### config.mk
export PLATFORM = sky130hd
export DESIGN_NAME = uart_tx
export DESIGN_NICKNAME = d
export VERILOG_FILES = /design/src/rtl/uart_tx.sv
export SDC_FILE = /design/constraint.sdc
export NUM_CORES = 1
export LEC_CHECK = 0
export ABC_AREA = 1
export ABC_CLOCK_PERIOD_IN_PS = 4000
export BUFFER_PORTS_ARGS = -buffer_cell sky130_fd_sc_hd__clkbuf_2
export CELL_PAD_IN_SITES_DETAIL_PLACEMENT = 0
export CELL_PAD_IN_SITES_GLOBAL_PLACEMENT = 1
export CORE_ASPECT_RATIO = 1.4
export CORE_UTILIZATION = 40
export CTS_CLUSTER_DIAMETER = 60
export DETAILED_ROUTE_END_ITERATION = 10
export PLACE_DENSITY_LB_ADDON = 0.1
export SLEW_MARGIN = 40
export SYNTH_ARGS = -nofsm -noshare
export SYNTH_HDL_FRONTEND = slang
export SYNTH_SLANG_ARGS = --single-unit
### constraint.sdc
create_clock -name clk -period 4 [get_ports clk]
set_input_delay 1 -clock clk [delete_from_list [all_inputs] [get_ports clk]]
set_output_delay 1 -clock clk [all_outputs]
set_load 0.02 [all_outputs]
### src/rtl/uart_tx.sv
// UART serial transmit engine: start bit, 8 data bits LSB first, one or two
// stop bits, then a single-cycle data_transmitted pulse. All outputs are
// registered, so there are no combinational paths from inputs to outputs.
module uart_tx #(
  parameter int BAUD_W = 32
) (
  input  logic              clk,
  input  logic              reset,
  input  logic              tx_start,
  input  logic              load,
  input  logic [7:0]        tx_data,
  input  logic [BAUD_W-1:0] baud_div,
  input  logic [1:0]        stop_bits,
  output logic              tx,
  output logic              busy,
  output logic              data_transmitted
);

  typedef enum logic [2:0] {
    S_IDLE,
    S_START,
    S_DATA,
    S_STOP,
    S_DONE
  } state_t;

  localparam logic [BAUD_W-1:0] BAUD_ONE = {{(BAUD_W-1){1'b0}}, 1'b1};

  state_t            state, state_n;
  logic [BAUD_W-1:0] cnt, cnt_n;
  logic [BAUD_W-1:0] div_q, div_n;
  logic [2:0]        bit_idx, bit_idx_n;
  logic [7:0]        data_q, data_n;
  logic              two_stop, two_stop_n;
  logic              stop_idx, stop_idx_n;
  logic              armed, armed_n;
  logic              tx_n, busy_n, done_n;
  logic              bit_end;

  // Last cycle of the current serial bit; div_q is never 0, so no underflow.
  assign bit_end = (cnt == div_q - BAUD_ONE);

  // Next-state, datapath and next-output decode.
  always_comb begin
    // NOTE: every signal gets a default before the case so no path leaves one
    // unassigned; otherwise synthesis would infer a latch to hold its value.
    state_n    = state;
    cnt_n      = '0;
    div_n      = div_q;
    bit_idx_n  = bit_idx;
    data_n     = data_q;
    two_stop_n = two_stop;
    stop_idx_n = stop_idx;
    armed_n    = armed;
    tx_n       = tx;
    busy_n     = busy;
    done_n     = 1'b0;

    case (state)
      S_IDLE: begin
        tx_n   = 1'b1;
        busy_n = 1'b0;
        // Re-arm only once the upstream full flag is seen low while idle, so a
        // flag that clears late does not cause a duplicate frame.
        if (!load) armed_n = 1'b1;
        if (tx_start && load && armed) begin
          state_n    = S_START;
          data_n     = tx_data;
          div_n      = (baud_div == '0) ? BAUD_ONE : baud_div;
          two_stop_n = (stop_bits == 2'b10);
          armed_n    = 1'b0;
          tx_n       = 1'b0;
          busy_n     = 1'b1;
        end
      end

      S_START: begin
        cnt_n = bit_end ? '0 : cnt + BAUD_ONE;
        if (bit_end) begin
          state_n   = S_DATA;
          bit_idx_n = 3'd0;
          tx_n      = data_q[0];
        end
      end

      S_DATA: begin
        cnt_n = bit_end ? '0 : cnt + BAUD_ONE;
        if (bit_end) begin
          if (bit_idx == 3'd7) begin
            state_n    = S_STOP;
            stop_idx_n = 1'b0;
            tx_n       = 1'b1;
          end else begin
            bit_idx_n = bit_idx + 3'd1;
            tx_n      = data_q[bit_idx + 3'd1];
          end
        end
      end

      S_STOP: begin
        cnt_n = bit_end ? '0 : cnt + BAUD_ONE;
        if (bit_end) begin
          if (two_stop && !stop_idx) begin
            stop_idx_n = 1'b1;
          end else begin
            state_n = S_DONE;
            busy_n  = 1'b0;
            done_n  = 1'b1;
          end
        end
      end

      S_DONE: begin
        state_n = S_IDLE;
        tx_n    = 1'b1;
      end

      default: begin
        state_n = S_IDLE;
        tx_n    = 1'b1;
        busy_n  = 1'b0;
      end
    endcase
  end

  // State, datapath and output registers; reset forces an idle, armed line.
  always_ff @(posedge clk or negedge reset) begin
    if (!reset) begin
      state            <= S_IDLE;
      cnt              <= '0;
      div_q            <= BAUD_ONE;
      bit_idx          <= 3'd0;
      data_q           <= 8'h00;
      two_stop         <= 1'b0;
      stop_idx         <= 1'b0;
      armed            <= 1'b1;
      tx               <= 1'b1;
      busy             <= 1'b0;
      data_transmitted <= 1'b0;
    end else begin
      // NOTE: non-blocking assignments so every register samples the values
      // from before this edge, independent of statement order.
      state            <= state_n;
      cnt              <= cnt_n;
      div_q            <= div_n;
      bit_idx          <= bit_idx_n;
      data_q           <= data_n;
      two_stop         <= two_stop_n;
      stop_idx         <= stop_idx_n;
      armed            <= armed_n;
      tx               <= tx_n;
      busy             <= busy_n;
      data_transmitted <= done_n;
    end
  end

endmodule

### Yosys cells after proc, flatten, opt, wreduce, memory -nomap -nowiden

Cells that the tools add are included.

* $add $sub $neg: 3
* $lt $le $gt $ge: 1
* equality and inequality tests: 16
* multiplexer cells: 35
* bitwise operators: 2
* reduce and logical (&&, ||, !) cells: 17

Operators with widths (number)
* $mux W32: 3
* $add A32 B1 Y32 const B: 1
* $eq A32 B32 Y1: 1
* $logic_not A32 Y1: 1
* $sub A32 B1 Y32 const B: 1
* $mux W3: 9
* $mux W1: 17
* $ne A2 B2 Y1 const B: 8
* $pmux W3 S4: 1
* $eq A3 B2 Y1 const B: 2
* $eq A3 B3 Y1 const B: 2
* $pmux W3 S2: 1
* $reduce_and A3 Y1: 2
* $reduce_and A6 Y1: 1
* $reduce_or A3 Y1: 2
* $reduce_and A5 Y1: 1
* $lt A3 B4 Y1 const B: 1
* $pmux W1 S4: 1
* $reduce_and A2 Y1: 2
* $reduce_and A4 Y1: 1
* $reduce_bool A2 Y1: 2
* $add A3 B1 Y3 const B: 1
* $bmux W1 S3: 1
* $eq A3 B1 Y1 const B: 1
* other kinds (8): 11

* register bits after elaboration: 84
* word-level logic and storage cells: 85

### Depth between registers and ports, before layout

* depth after elaboration: 6
* gate-level depth with buffers: 17

### Least setup slack after synthesis

No wires, ideal clock.

* path type: register -> register
* start: register div_q[0]
* end: register cnt[15]
* arrival: 2.087 ns
* path slack: 1.791 ns
* stages on the path, launching flop included: 16
* buffers on the path: 1
* clock period less this slack: 2.209 ns
* cells stage by stage: dfstp_2 -> inv_1 -> ha_1 -> nand3_2 -> clkinv_2 -> nand2_2 -> nand2_1 -> nand2_1 -> nand3_1 -> nor2_1 -> nand2_1 -> nor2_4 -> nand3_4 -> nand2_4 -> buf_8 -> nor2_2

* word-level cells in the longest chain between the ends: 4

RTL lines
* start: declaration: line 31 `logic [BAUD_W-1:0] div_q, div_n;`
* start signal: assignment: line 145 `div_q <= div_n;`
* $sub A32 B1 Y32: line 41 `assign bit_end = (cnt == div_q - BAUD_ONE);`
* $eq A32 B32 Y1: line 41
* $mux W32: line 78, 87, 101
* $mux W32
* via cnt_n[15]: line 30 `logic [BAUD_W-1:0] cnt, cnt_n;`
* end signal: assignment: line 144 `cnt <= cnt_n;`
* end: declaration: line 30

The timed path passes the listed nets, and every way through them passes these cells.
A chain may end at the register's enable or synchronous reset.

### Worst setup path in the final report

* start: register div_q[0]
* end: register cnt[13]

The elaborated chain is that of the path after synthesis.

==> key figures <==
Worst setup path
  • Reg2reg end: cnt[13]$_DFF_PN0_
  • Crit path arrival time: 2890 ps
  • CP dominant cell by count: nand2_1
  • Slowest CP cell: dfstp_2
  • Worst path max stage delay: 540 ps
  • Worst path required time: 4200 ps
  • Crit-path cells: inv_1, ha_1, nand3_2, clkinv_2, nand2_1, nand2_1, nand2_1, nand2_1, nor2_1, nand2_1, nor2_2, nand3_4, nand2_4, nor3b_1
  • Reg2Reg Launch Point: div_q[0]$_DFFE_PN1P_
  • Worst Reg-to-Reg Cells: 14
  • Reg2reg setup slack: 1310 ps
  • Setup crit end kind: flop
  • Startpoint types: flop
  • Crit-path max FO: 28
  • WS Path Type: reg -> reg

Synth
  • Synthesis warning total: 0
  • Cell Area, Synth: 5500 um2
  • Post-synthesis sequential area ratio: 0.383
  • Largest cells by area after synthesis: dfrtp_1, nand2_1, nor2_1
  • Synth cell count leaders: nand2_1, nor2_1, dfrtp_1, inv_1, xor2_1
  • Post-Syn Instances: 779
  • Count leader, synth: nand2_1
  • Asr flop ratio synth: 1.00
  • Synth top area share: 0.368
  • Distinct cells, synth: 38
  • Mean Syn Cell Area: 7.06 um2
  • #FFs+latches synth: 84
  • Synth Flop Type: dfrtp_1
  • Post-synth EDFFs: 0
  • Mapped Nets: 829
  • Area leader, netlist: dfrtp_1

Clock network
  • Post-CTS Hold Fix Bufs: 0
  • CTS H-Tree Depth: 3
  • Clock Path Buffers: 2
  • Post-CTS Setup Inserts: 0
  • Post_cts resized: 0
  • CTS tree: yes
  • Total CTS buffers: 9
  • CTS sink cnt: 84
  • CTS root buf: clkbuf_16
  • Skew-Pair Late Insertion Delay: 340 ps
  • Clock transition at path regs: 60 ps

STA
  • Unrepaired setup endpoints after global routing: no
  • Tmin final: 2690 ps
  • Total negative slack: 0 ps
  • Final hold viol count: 0
  • Worst slew pin tran: 673 ps
  • Fin Clk Skew: 9.91 ps
  • Fin worst setup slack: 1310 ps
  • Period utilization: 0.673
  • Setup Viol. Count Final: 0
  • Fmax: 372 MHz
  • Worst rel slew slack: 0.547
  • Final Max Tran Viols: 0

Final layout
  • Area grow syn2layout: 13.0%
  • Area occupied by multi-input gates: 3040 um2
  • Final-stage net count: 878
  • Share of post-route cells with drive strength above 1: 0.132
  • Finished Layout Cells: 1015
  • Antenna Cells: 0
  • Fillers: 1458
  • Cell area after layout: 6210 um2
  • Register area: 2110 um2

Drt
  • Routed via count: 5007
  • Metal-1 WL: 6790 um
  • WL met2: 7620 um
  • DR WL/cell: 14.9 um
  • Highest routed layer: met4
  • Pre-Repair DR Iteration Count: 5
  • Vias per std cell: 4.93
  • Drc violations: 0
  • Met3 wire len: 400 um
  • Final antenna-violating net count: 0
  • Drt first-iter violations: 226
  • WL final: 15100 um

Floorplanning
  • Num ports: 49
  • Die width: 101 um
  • Die area: 14200 um2
  • Rows: 50
  • Initial Util: 0.411
  • Core footprint: 13400 um2
  • Height of the die: 141 um

Power and ir drop
  • Switching pwr: 1.89 mW
  • Comb power frac: 0.467
  • Sequential fraction of design power: 0.337
  • Switching fraction of total power: 0.464
  • Int Power: 2.18 mW
  • Pleak: 3.00 nW
  • Clock power share: 0.196
  • Total power: 4.07 mW
  • Max VDD drop: 326 uV
  • Pwr Density: 655 nW/um2

Placed design
  • Placer Congestion: 0.878
  • Placed Cells: 999
  • IO buf count: 48
  • Placed inst area: 5920 um2
  • Post-detail-place hpwl: 12200 um
  • Place WS: 1330 ps

Run status
  • Status: finished clean

Global routing
  • Vias in the first global route: 4929
  • Total GRT Usage: 0.230
  • Largest net degree at the start of global routing: 85
  • GR Overflow Total: 0
  • First-pass GRT wire length: 24600 um
  • Antenna violations before repair: 0

Flow run
  • Maxcap violations: 0

Hold path
  • HP Class: reg -> reg
  • Hold path endpoint: tx$_DFFE_PN1P_
  • Hold Crit Start: tx$_DFFE_PN1P_
  • Hold path depth: 2
cell type report:
type	instances	area share
multi-input cells	606	0.489
flip-flops and latches	84	0.339
inverters	78	0.0473
clock buffers	12	0.0413
repair buffers	49	0.0413
well taps	182	0.0366
clock inverters	4	0.00523
state kept, by name, indices dropped and copies added, names as in the netlist, 3 cells and up:
signal / flops
cnt: 32
div_q: 32
data_q: 8
state: 3
bit_idx: 3
layout by cell type, fill, tap and decap left out, drive strengths merged:
cell,n
nand4,20
and3,1
o21bai,2
dfrtp,81
nand3b,10
buf,1
or2,1
inv,78
nand3,36
o22ai,1
nor3,16
nor3b,4
nor2,126
a21oi,13
clkinv,2
nor4,13
a31oi,1
clkinvlp,2
a2111oi,1
xnor2,17
dfstp,3
o21ai,40
clkbuf,60
and2,1
ha,4
nand2,263
xor2,36
worst max path at each step:
stage	from	to	slack (ps)	depth (start not counted)
after floorplan	div_q[0]$_DFFE_PN1P_	cnt[15]$_DFF_PN0_	1790	15
after global placement	div_q[0]$_DFFE_PN1P_	cnt[29]$_DFF_PN0_	1390	14
after detailed placement	div_q[0]$_DFFE_PN1P_	cnt[21]$_DFF_PN0_	1330	14
after CTS	div_q[0]$_DFFE_PN1P_	cnt[21]$_DFF_PN0_	1300	14
after global routing	div_q[0]$_DFFE_PN1P_	cnt[13]$_DFF_PN0_	1090	13
final	div_q[0]$_DFFE_PN1P_	cnt[13]$_DFF_PN0_	1310	14
logic make-up (layout without fill, tap and decap cells):
logic type | Yosys count | in the layout | share of synthesized area
and+or+nand+nor | 491 | 491 | 0.401
buffers and inverters | 89 | 143 | 0.0657
DFF | 84 | 84 | 0.383
AOI/OAI and AO/OA | 58 | 58 | 0.0575
xor gates and xnor gates | 53 | 53 | 0.0844
adders and majority gates | 4 | 4 | 0.00910
worst max-delay path: cells and delay by family, from the launching register on:
family        cells  cell delay [ps]
fa+ha+maj         1              290
flops             1              540
simple gates     11             1490
buf+inv           2              220
metal layers:
layer / track usage / up-vias
met5: 0 / -
met4: 0.0763 / 0
met3: 0.0273 / 20
met2: 0.390 / 75
met1: 0.300 / 2337
li1: - / 2575
power groups by stage:
stage / Clock, mW / Sequential [mW] / Combinational (mW)
floorplan: 0 / 1.32 / 1.45
global placement: 0 / 1.38 / 1.90
detailed placement: 0 / 1.39 / 1.91
CTS: 0.818 / 1.37 / 1.92
global route: 0.854 / 1.41 / 2.16
finish: 0.796 / 1.37 / 1.90
metrics by stage:
step / util / hold slack [ps]
final: 0.464 / 470
after global routing: 0.464 / 482
after CTS: 0.464 / 470
after detailed placement: 0.442 / 454
after global placement: 0.442 / 458
after floorplan: - / 437
Note: power is estimated with default switching activity, not from simulation.
